[src/rtl/mdio_apb_bridge.sv]
// MDIO request port to apbmapper bridge: 4-register indirect window with background transfers plus a direct bypass path.
// Optional feature macro: MDIO_BRIDGE_AUTOINC_EN (auto-increment of the indirect address on clean completion).
module mdio_apb_bridge #(
    parameter int                       REQ_AW     = 21,
    parameter int                       APB_AW     = 32,
    parameter int                       DW         = 16,
    parameter logic [REQ_AW-1:0]        WIN_BASE   = 21'h1F_FFFC,
    parameter logic [APB_AW-REQ_AW-1:0] BYP_PREFIX = 11'h001,
    parameter int                       TIMEOUT    = 1024
) (
    input  logic              clk,
    input  logic              rstn,
    input  logic [REQ_AW-1:0] mdio_req_paddr,
    input  logic              mdio_req_pwrite,
    input  logic              mdio_req_psel,
    input  logic              mdio_req_penable,
    input  logic [DW-1:0]     mdio_req_pwdata,
    output logic              mdio_req_pready,
    output logic [DW-1:0]     mdio_req_prdata,
    output logic              mdio_req_pslverr,
    output logic [APB_AW-1:0] apbmapper_paddr,
    output logic              apbmapper_pwrite,
    output logic              apbmapper_psel,
    output logic              apbmapper_penable,
    output logic [DW-1:0]     apbmapper_pwdata,
    input  logic              apbmapper_pready,
    input  logic [DW-1:0]     apbmapper_prdata,
    input  logic              apbmapper_pslverr
);
    typedef enum logic [2:0] {
        ST_IDLE       = 3'd0,
        ST_WIN_RSP    = 3'd1,
        ST_IND_SETUP  = 3'd2,
        ST_IND_ACCESS = 3'd3,
        ST_BYP_SETUP  = 3'd4,
        ST_BYP_ACCESS = 3'd5,
        ST_BYP_RSP    = 3'd6
    } state_t;

    localparam logic [15:0] TO_LAST = 16'(TIMEOUT - 1);

    state_t              state_r;
    logic [DW-1:0]       data_r, addr_h_r, addr_l_r;
    logic                wr_r, busy_r, to_err_r, slv_err_r, win_pend_r;
    logic [15:0]         timer_r;
    logic [APB_AW-1:0]   paddr_r;
    logic                pwrite_r, psel_r, penable_r, pready_r, pslverr_r;
    logic [DW-1:0]       pwdata_r, prdata_r;

    logic                req_vld_s, in_win_s, win_fire_s, ind_busy_s, inc_bit_s, timer_last_s;
    logic [REQ_AW-1:0]   off_s;
    logic [2*DW-1:0]     addr_cat_s;
    logic [APB_AW-1:0]   tgt_s;
    logic [DW-1:0]       ctrl_rd_s, win_rdata_s;

`ifdef MDIO_BRIDGE_AUTOINC_EN
    logic                inc_r;
    logic [2*DW-1:0]     addr_inc_s;
    assign inc_bit_s  = inc_r;
    assign addr_inc_s = addr_cat_s + {{(2*DW-1){1'b0}}, 1'b1};
`else
    assign inc_bit_s  = 1'b0;
`endif

    // The request stays asserted during its own pready cycle; ignore it there.
    assign req_vld_s    = mdio_req_psel & mdio_req_penable & ~pready_r;
    assign off_s        = mdio_req_paddr - WIN_BASE;
    assign in_win_s     = (off_s[REQ_AW-1:2] == {(REQ_AW-2){1'b0}});
    assign addr_cat_s   = {addr_h_r, addr_l_r};
    assign tgt_s        = addr_cat_s[APB_AW-1:0];
    assign ind_busy_s   = (state_r == ST_IND_SETUP) || (state_r == ST_IND_ACCESS);
    assign win_fire_s   = (state_r == ST_WIN_RSP) || win_pend_r;
    assign timer_last_s = (timer_r == TO_LAST);
    assign ctrl_rd_s    = {{(DW-6){1'b0}}, slv_err_r, to_err_r, busy_r, inc_bit_s, wr_r, 1'b0};

    // Window register read mux.
    always_comb begin
        win_rdata_s = data_r;
        case (off_s[1:0])
            2'd0:    win_rdata_s = data_r;
            2'd1:    win_rdata_s = addr_h_r;
            2'd2:    win_rdata_s = addr_l_r;
            2'd3:    win_rdata_s = ctrl_rd_s;
            default: win_rdata_s = data_r;
        endcase
    end

    // Main FSM, window registers and all registered outputs.
    always_ff @(posedge clk or negedge rstn) begin
        if (!rstn) begin
            state_r    <= ST_IDLE;
            data_r     <= {DW{1'b0}};
            addr_h_r   <= {DW{1'b0}};
            addr_l_r   <= {DW{1'b0}};
            wr_r       <= 1'b0;
            busy_r     <= 1'b0;
            to_err_r   <= 1'b0;
            slv_err_r  <= 1'b0;
            win_pend_r <= 1'b0;
            timer_r    <= 16'd0;
            paddr_r    <= {APB_AW{1'b0}};
            pwrite_r   <= 1'b0;
            psel_r     <= 1'b0;
            penable_r  <= 1'b0;
            pwdata_r   <= {DW{1'b0}};
            pready_r   <= 1'b0;
            prdata_r   <= {DW{1'b0}};
            pslverr_r  <= 1'b0;
`ifdef MDIO_BRIDGE_AUTOINC_EN
            inc_r      <= 1'b0;
`endif
        end else begin
            pready_r <= 1'b0;
            case (state_r)
                ST_IDLE: begin
                    if (busy_r) begin
                        state_r   <= ST_IND_SETUP;
                        psel_r    <= 1'b1;
                        penable_r <= 1'b0;
                        paddr_r   <= tgt_s;
                        pwrite_r  <= wr_r;
                        pwdata_r  <= data_r;
                    end else if (req_vld_s && !win_pend_r) begin
                        if (in_win_s) begin
                            state_r <= ST_WIN_RSP;
                        end else begin
                            state_r   <= ST_BYP_SETUP;
                            psel_r    <= 1'b1;
                            penable_r <= 1'b0;
                            paddr_r   <= {BYP_PREFIX, mdio_req_paddr};
                            pwrite_r  <= mdio_req_pwrite;
                            pwdata_r  <= mdio_req_pwdata;
                        end
                    end
                end
                ST_WIN_RSP: state_r <= ST_IDLE;
                ST_IND_SETUP, ST_BYP_SETUP: begin
                    penable_r <= 1'b1;
                    timer_r   <= 16'd0;
                    state_r   <= (state_r == ST_IND_SETUP) ? ST_IND_ACCESS : ST_BYP_ACCESS;
                end
                ST_IND_ACCESS: begin
                    if (apbmapper_pready) begin
                        psel_r    <= 1'b0;
                        penable_r <= 1'b0;
                        busy_r    <= 1'b0;
                        state_r   <= ST_IDLE;
                        if (!pwrite_r) begin
                            data_r <= apbmapper_prdata;
                        end
                        if (apbmapper_pslverr) begin
                            slv_err_r <= 1'b1;
                        end
`ifdef MDIO_BRIDGE_AUTOINC_EN
                        else if (inc_r) begin
                            {addr_h_r, addr_l_r} <= addr_inc_s;
                        end
`endif
                    end else if (timer_last_s) begin
                        psel_r    <= 1'b0;
                        penable_r <= 1'b0;
                        busy_r    <= 1'b0;
                        to_err_r  <= 1'b1;
                        state_r   <= ST_IDLE;
                    end else begin
                        timer_r <= timer_r + 16'd1;
                    end
                end
                ST_BYP_ACCESS: begin
                    if (apbmapper_pready || timer_last_s) begin
                        psel_r    <= 1'b0;
                        penable_r <= 1'b0;
                        pready_r  <= 1'b1;
                        prdata_r  <= apbmapper_pready ? apbmapper_prdata : {DW{1'b1}};
                        pslverr_r <= apbmapper_pready ? apbmapper_pslverr : 1'b1;
                        state_r   <= ST_BYP_RSP;
                    end else begin
                        timer_r <= timer_r + 16'd1;
                    end
                end
                ST_BYP_RSP: state_r <= ST_IDLE;
                default:    state_r <= ST_IDLE;
            endcase

            // Window accesses arriving during indirect work are answered one cycle later.
            if (win_fire_s) begin
                win_pend_r <= 1'b0;
            end else if (ind_busy_s && req_vld_s && in_win_s) begin
                win_pend_r <= 1'b1;
            end

            if (win_fire_s) begin
                pready_r  <= 1'b1;
                prdata_r  <= win_rdata_s;
                pslverr_r <= mdio_req_pwrite & busy_r;
                if (mdio_req_pwrite && !busy_r) begin
                    case (off_s[1:0])
                        2'd0: data_r   <= mdio_req_pwdata;
                        2'd1: addr_h_r <= mdio_req_pwdata;
                        2'd2: addr_l_r <= mdio_req_pwdata;
                        2'd3: begin
                            wr_r <= mdio_req_pwdata[1];
`ifdef MDIO_BRIDGE_AUTOINC_EN
                            inc_r <= mdio_req_pwdata[2];
`endif
                            if (mdio_req_pwdata[4]) to_err_r  <= 1'b0;
                            if (mdio_req_pwdata[5]) slv_err_r <= 1'b0;
                            if (mdio_req_pwdata[0]) busy_r    <= 1'b1;
                        end
                        default: data_r <= data_r;
                    endcase
                end
            end
        end
    end

    assign mdio_req_pready   = pready_r;
    assign mdio_req_prdata   = prdata_r;
    assign mdio_req_pslverr  = pslverr_r;
    assign apbmapper_paddr   = paddr_r;
    assign apbmapper_pwrite  = pwrite_r;
    assign apbmapper_psel    = psel_r;
    assign apbmapper_penable = penable_r;
    assign apbmapper_pwdata  = pwdata_r;
endmodule

[config.mk]
export PLATFORM = sky130hd
export DESIGN_NAME = mdio_apb_bridge
export DESIGN_NICKNAME = d
export VERILOG_FILES = /design/src/rtl/mdio_apb_bridge.sv
export SDC_FILE = /design/constraint.sdc
export NUM_CORES = 1
export LEC_CHECK = 0
export ABC_AREA = 1
export BUFFER_PORTS_ARGS = -buffer_cell sky130_fd_sc_hd__buf_2
export CORE_AREA = 3 3 115 117
export DETAILED_ROUTE_END_ITERATION = 8
export DIE_AREA = 0 0 118 120
export PLACE_DENSITY = 0.83
export SETUP_SLACK_MARGIN = 0.3
export SLEW_MARGIN = 20
export SYNTH_ARGS = -nofsm -noshare
export SYNTH_HDL_FRONTEND = slang
export SYNTH_SLANG_ARGS = --single-unit
[constraint.sdc]
create_clock -name clk -period 4 [get_ports clk]
set_clock_uncertainty 0.2 [all_clocks]
set_input_delay 0.2 -clock clk [delete_from_list [all_inputs] [get_ports clk]]
set_output_delay 0.2 -clock clk [all_outputs]
set_load 0.02 [all_outputs]
* Word level (Yosys, flattened, before mapping)
Index checks and enable logic that the tools add are counted.
** Cells by class
- $add $sub $neg :: 2
- Equality and inequality tests :: 17
- Muxes and demuxes :: 73
- Bitwise operators :: 4
- Reduce and logical (&&, ||, !) cells :: 29
** Operators by type and width (count)
- 16-bit two-way mux :: 16
- 32-bit two-way mux :: 3
- 16-bit case mux with 4 select lines :: 1
- 16-bit case mux with 3 select lines :: 1
- 1-bit two-way mux :: 42
- 3-bit two-way mux :: 7
- 21-bit subtractor (second input constant) :: 1
- 19-bit logical NOT :: 1
- 16-bit by 1-bit adder with 16-bit output (second input constant) :: 1
- 16-bit by 10-bit equality test with 1-bit output (second input constant) :: 1
- 3-bit AND reduction :: 5
- 3-bit case mux with 4 select lines :: 1
- 2-bit inequality test (second input constant) :: 5
- 5-bit AND reduction :: 2
- 3-bit inequality test (second input constant) :: 3
- 2-bit nonzero test :: 4
- 3-bit by 2-bit equality test with 1-bit output (second input constant) :: 2
- 3-bit equality test (second input constant) :: 2
- 3-bit nonzero test :: 2
- 2-bit equality test (second input constant) :: 2
- 1-bit logical AND :: 4
- 1-bit case mux with 4 select lines :: 1
- 4-bit AND reduction :: 1
- 4-bit nonzero test :: 1
- 11 further kinds :: 16
** Storage, ports and cells
- Flip-flop bits (word level) :: 141
- Output and inout bits :: 69

* Logic depth before layout (Yosys ltp)
- Word-level depth :: 8
- Mapped depth :: 17
- Depth with buffers taken out :: 15

* Worst setup path after synthesis
Ideal clock, no wire load.
- Path kind :: flip-flop to flip-flop
- Start :: reg timer_r[0]
- End :: reg prdata_r[11], in the netlist mdio_req_prdata[11]
- Arrival time :: 1.637 ns
- Data required time :: 3.659 ns
- Path slack :: 2.022 ns
- Stages on the path, launching flop included :: 13
- Path through :: dfrtp_1 -> ha_1 -> nand3_1 -> inv_1 -> nand2_1 -> inv_1 -> nand2_1 -> nand2_1 -> a21oi_1 -> inv_1 -> buf_1 -> nor2_1 -> a31oi_1
** Between the ends
- Word-level cells in the longest chain between the ends :: 4
** Ends and longest elaborated chain
- from (decl) :: RTL line 45 : logic [15:0] timer_r;
- from (signal assigned) :: RTL line 166 : timer_r <= timer_r + 16'd1;
- from (signal assigned) :: RTL line 178 : timer_r <= timer_r + 16'd1;
- 16-bit by 10-bit equality test with 1-bit output :: RTL line 73 : assign timer_last_s = (timer_r == TO_LAST);
- 1-bit logical OR :: RTL line 170 : if (apbmapper_pready || timer_last_s) begin
- 2-bit nonzero test (no source line)
- 2-bit AND reduction (no source line)
- to (signal assigned) :: RTL line 107 : prdata_r <= {DW{1'b0}};
- to (signal assigned) :: RTL line 174 : prdata_r <= apbmapper_pready ? apbmapper_prdata : {DW{1'b1}};
- to (signal assigned) :: RTL line 194 : prdata_r <= win_rdata_s;
- to (decl) :: RTL line 48 : logic [DW-1:0] pwdata_r, prdata_r;
Every way passes these cells.
A chain may end at the register's enable or synchronous reset.

* Worst setup path in the final report
- Start :: reg state_r[1]
- End :: reg data_r[1]
** Between the ends
- Word-level cells in the longest chain between the ends :: 5
- Elaborated cells on any way between the ends :: 7
** Ends and longest elaborated chain
- from (decl) :: RTL line 42 : state_t state_r;
- from (signal assigned) :: RTL line 140 : state_r <= (state_r == ST_IND_SETUP) ? ST_IND_ACCESS : ST_BYP_ACCESS;
- 3-bit by 2-bit equality test with 1-bit output :: RTL line 114 : case (state_r)
- 16-bit two-way mux :: RTL line 114
- 16-bit two-way mux :: RTL line 197 : case (off_s[1:0])
- 16-bit two-way mux :: RTL line 196 : if (mdio_req_pwrite && !busy_r) begin
- 16-bit two-way mux (*) :: RTL line 192 : if (win_fire_s) begin
- to (signal assigned) :: RTL line 149 : data_r <= apbmapper_prdata;
- to (signal assigned) :: RTL line 198 : 2'd0: data_r <= mdio_req_pwdata;
- to (signal assigned) :: RTL line 210 : default: data_r <= data_r;
- to (decl) :: RTL line 43 : logic [DW-1:0] data_r, addr_h_r, addr_l_r;
Every way passes the cells marked *; elsewhere a longest branch is shown, timed or not.

==> impl_metrics.yaml <==
outcome:
  status: "finished, final reports clean"
die:
  num_rows: 41
  die_w_um: 118
  start_util: 0.5822
  die_h_um: 120
  core_area_mm2: 0.01247
  io_pins: 129
  die_area_mm2: 0.01416
sta:
  setup_tns_ns: 0
  fin_crit_sh: 0.7659
  maxSlewViolCount: 0
  final-hold-violation-count: 0
  rsz0062_at_grt: "no"
  fmax_ghz: 0.3264
  worst_pin_slew_ns: 1.069
  final.setup.worst_slack_ns: 0.9364
  max_slew_margin: 0.2854
  setup_viol: 0
  min_period_ns: 3.064
drt:
  routed_wl_um: 21240
  antenna_left: 0
  drc: 0
  wl_per_cell_um: 16.63
  vias: 7136
  routed.top_layer: "met4"
  wl_met3_um: 1445
  dr.first_iter.drc_count: 771
  wl_met2_um: 10560
  routedLengthMet1_um: 8322
  viasPerCell: 5.588
  drtPass1Iterations: 8
layout:
  final_common_cell: "nand2_1"
  drive_gt1_frac: 0.1873
  fillers: 952
  final_nets: 1153
  syn2layout_area_growth_pct: 27.09
  n_antenna_cell: 0
  stdcell_count: 1277
  ff_latch_area_mm2: 0.003528
  multi_input_area_mm2: 0.003142
  layout_common_cells: "nand2_1, dfrtp_1, o21ai_0"
yosys:
  syn_area_per_cell_um2: 7.940
  synthArstFlopShare: 1.000
  syn_nets: 975
  yosys.cell_types.count: 38
  synth_ff_type: "dfrtp_1"
  synth-seq-cells: 141
  netlist_area_mm2: 0.007257
  synth_edf_count: 0
  ys_seq_area_frac: 0.4862
  syn_inst: 914
  yosysWarnings: 0
critical_path:
  end_kind: "register"
  crit_path_start_kind: "register"
  cp_max_fo: 32
  timing.rr.end: "data_r[1]$_DFF_PN0_"
  rrSetupSlack_ns: 0.94
  cp_data_arrival_time_ns: 3.18
  required_ns: 4.11
  crit_type: "reg2reg"
  crit_start: "state_r[1]$_DFFE_PN0P_"
  reg2reg_from: "state_r[1]$_DFFE_PN0P_"
  worstSetupEndpoint: "data_r[1]$_DFF_PN0_"
  reg2reg_depth: 10
hold_path:
  hp-class: "in2reg"
pwr:
  power_density_mw_per_mm2: 706.8
  power_switching_uw: 2668
  p_int_uw: 3850
  max-vdd-ir-drop_mv: 0.4539
  p_leak_uw: 0.004457
  total_power_uw: 6519
  clockPowerShare: 0.246
  seq_power_share: 0.368
  power_frac_comb: 0.386
  swShare: 0.4094
global_routing:
  grt_util_all_layers: 0.3059
  grt_max_degree: 89
  grt_pass1_wl_um: 34240
  grt_pass1_vias: 6912
  grt_overflow: 0
  antenna_found_initial: 0
run:
  maxCapViolations: 0
clock_network:
  clock_latency_ns: 0.43
  htreeDepth: 4
  clockBufferDepth: 2
  cts_tree: "done"
  clk_pin_slew_ns: 0.06
  cts_setup_buffers: 0
  cts_buffers: 17
  cts.sinks: 141
  root_buffer: "clkbuf_16"
placement:
  placed_cells: 1181
  dp_slack_ns: 1.254
  port_buffers: 128
  hpwl_um: 14400
  routabilityCongestion: 0.9676
synthesized netlist by cell type, types with 6 or more instances:
library cell	n	area share
nand2_1	246	0.13
dfrtp_1	141	0.49
o21ai_0	140	0.097
inv_1	103	0.053
nor2_1	61	0.032
clkbuf_1	26	0.013
nand3_1	26	0.018
o211ai_1	20	0.021
a31oi_1	15	0.013
a21oi_1	12	0.0083
o21ai_1	12	0.0083
nand2_4	11	0.017
mux2i_1	10	0.014
o21ai_2	10	0.012
o221ai_1	10	0.012
nor3_1	8	0.0055
o31ai_1	7	0.0072
buf_2	6	0.0041
xor2_1	6	0.0072
power groups by stage:
stage	clock network (µW)	logic [µW]	registers, µW
6_report	1600	2520	2400
5_1_grt	1670	2780	2450
4_1_cts	1600	2490	2390
3_5_place_dp	0	2330	2410
3_3_place_gp	0	2270	2400
2_1_floorplan	0	1270	2670
metrics by stage:
step	util	hold slack [ns]	instance area, µm²
global route	0.7398	0.04025	9223
global placement	0.6404	0.1143	7983
CTS	0.7389	0.001358	9211
finish	0.7398	0.001060	9223
floorplan	-	-0.2956	7257
detailed placement	0.6404	0.1121	7983
how the worst min path moves through the flow:
stage | startpoint | end | slack [ns] | depth (start not counted)
3_3_place_gp | rstn | apbmapper_paddr[17]$_DFFE_PN0P_ | 0.11 | 1
6_report | mdio_req_paddr[19] | apbmapper_paddr[19]$_DFFE_PN0P_ | 0.001 | 5
5_1_grt | mdio_req_paddr[19] | apbmapper_paddr[19]$_DFFE_PN0P_ | 0.04 | 5
3_5_place_dp | rstn | apbmapper_paddr[15]$_DFFE_PN0P_ | 0.11 | 1
4_1_cts | mdio_req_paddr[16] | apbmapper_paddr[16]$_DFFE_PN0P_ | 0.001 | 5
2_1_floorplan | rstn | addr_h_r[0]$_DFFE_PN0P_ | -0.30 | 0
cell type report:
cell class,count,area share
clock buffer,18,0.04762
tap,172,0.02333
timing repair buffer,199,0.1454
inverter,106,0.04314
sequential,141,0.3826
clock inverter,14,0.01723
multi-input combinational,627,0.3407
cells by family (layout without fill, tap and decap cells):
| family | count (synthesis) | in the layout | synth area share |
|---|---|---|---|
| simple gates | 376 | 376 | 0.2226 |
| compound gates | 234 | 234 | 0.1876 |
| xor+xnor | 6 | 6 | 0.007241 |
| mux | 10 | 10 | 0.01379 |
| flops | 141 | 141 | 0.4862 |
| buf+inv | 146 | 337 | 0.08086 |
| fa+ha+maj | 1 | 1 | 0.001724 |
layer usage:
metal / track usage / up-vias
li1: - / 3361
met4: 0.1399 / 0
met5: 0 / -
met1: 0.3770 / 3337
met3: 0.05419 / 78
met2: 0.5275 / 360
sequential cells by signal (all words and copies together) (netlist names):
register	flops
apbmapper_paddr	32
addr_h_r	16
state_r	3
wr_r	1
apbmapper_psel	1
mdio_req_pslverr	1
apbmapper_penable	1
addr_l_r	16
win_pend_r	1
apbmapper_pwdata	16
busy_r	1
data_r	16
apbmapper_pwrite	1
mdio_req_pready	1
slv_err_r	1
timer_r	16
to_err_r	1
mdio_req_prdata	16
critical path, cell delays in order, from the launching register on:
cell and delay (ns):
dfrtp_1 0.41, inv_1 0.14, nand3_1 0.08, nand2_1 0.06
buf_4 0.24, nand2_1 0.10, inv_1 0.10, nand2_1 0.56
o211ai_1 0.30, o21ai_0 0.14, dlygate4sd3_1 0.61
repair_timing:
item,in CTS,in global routing
hold endpoints to repair,181,0
hold buffers,63,0
gates resized for setup,0,0
Power figures use the tool's default switching activity.
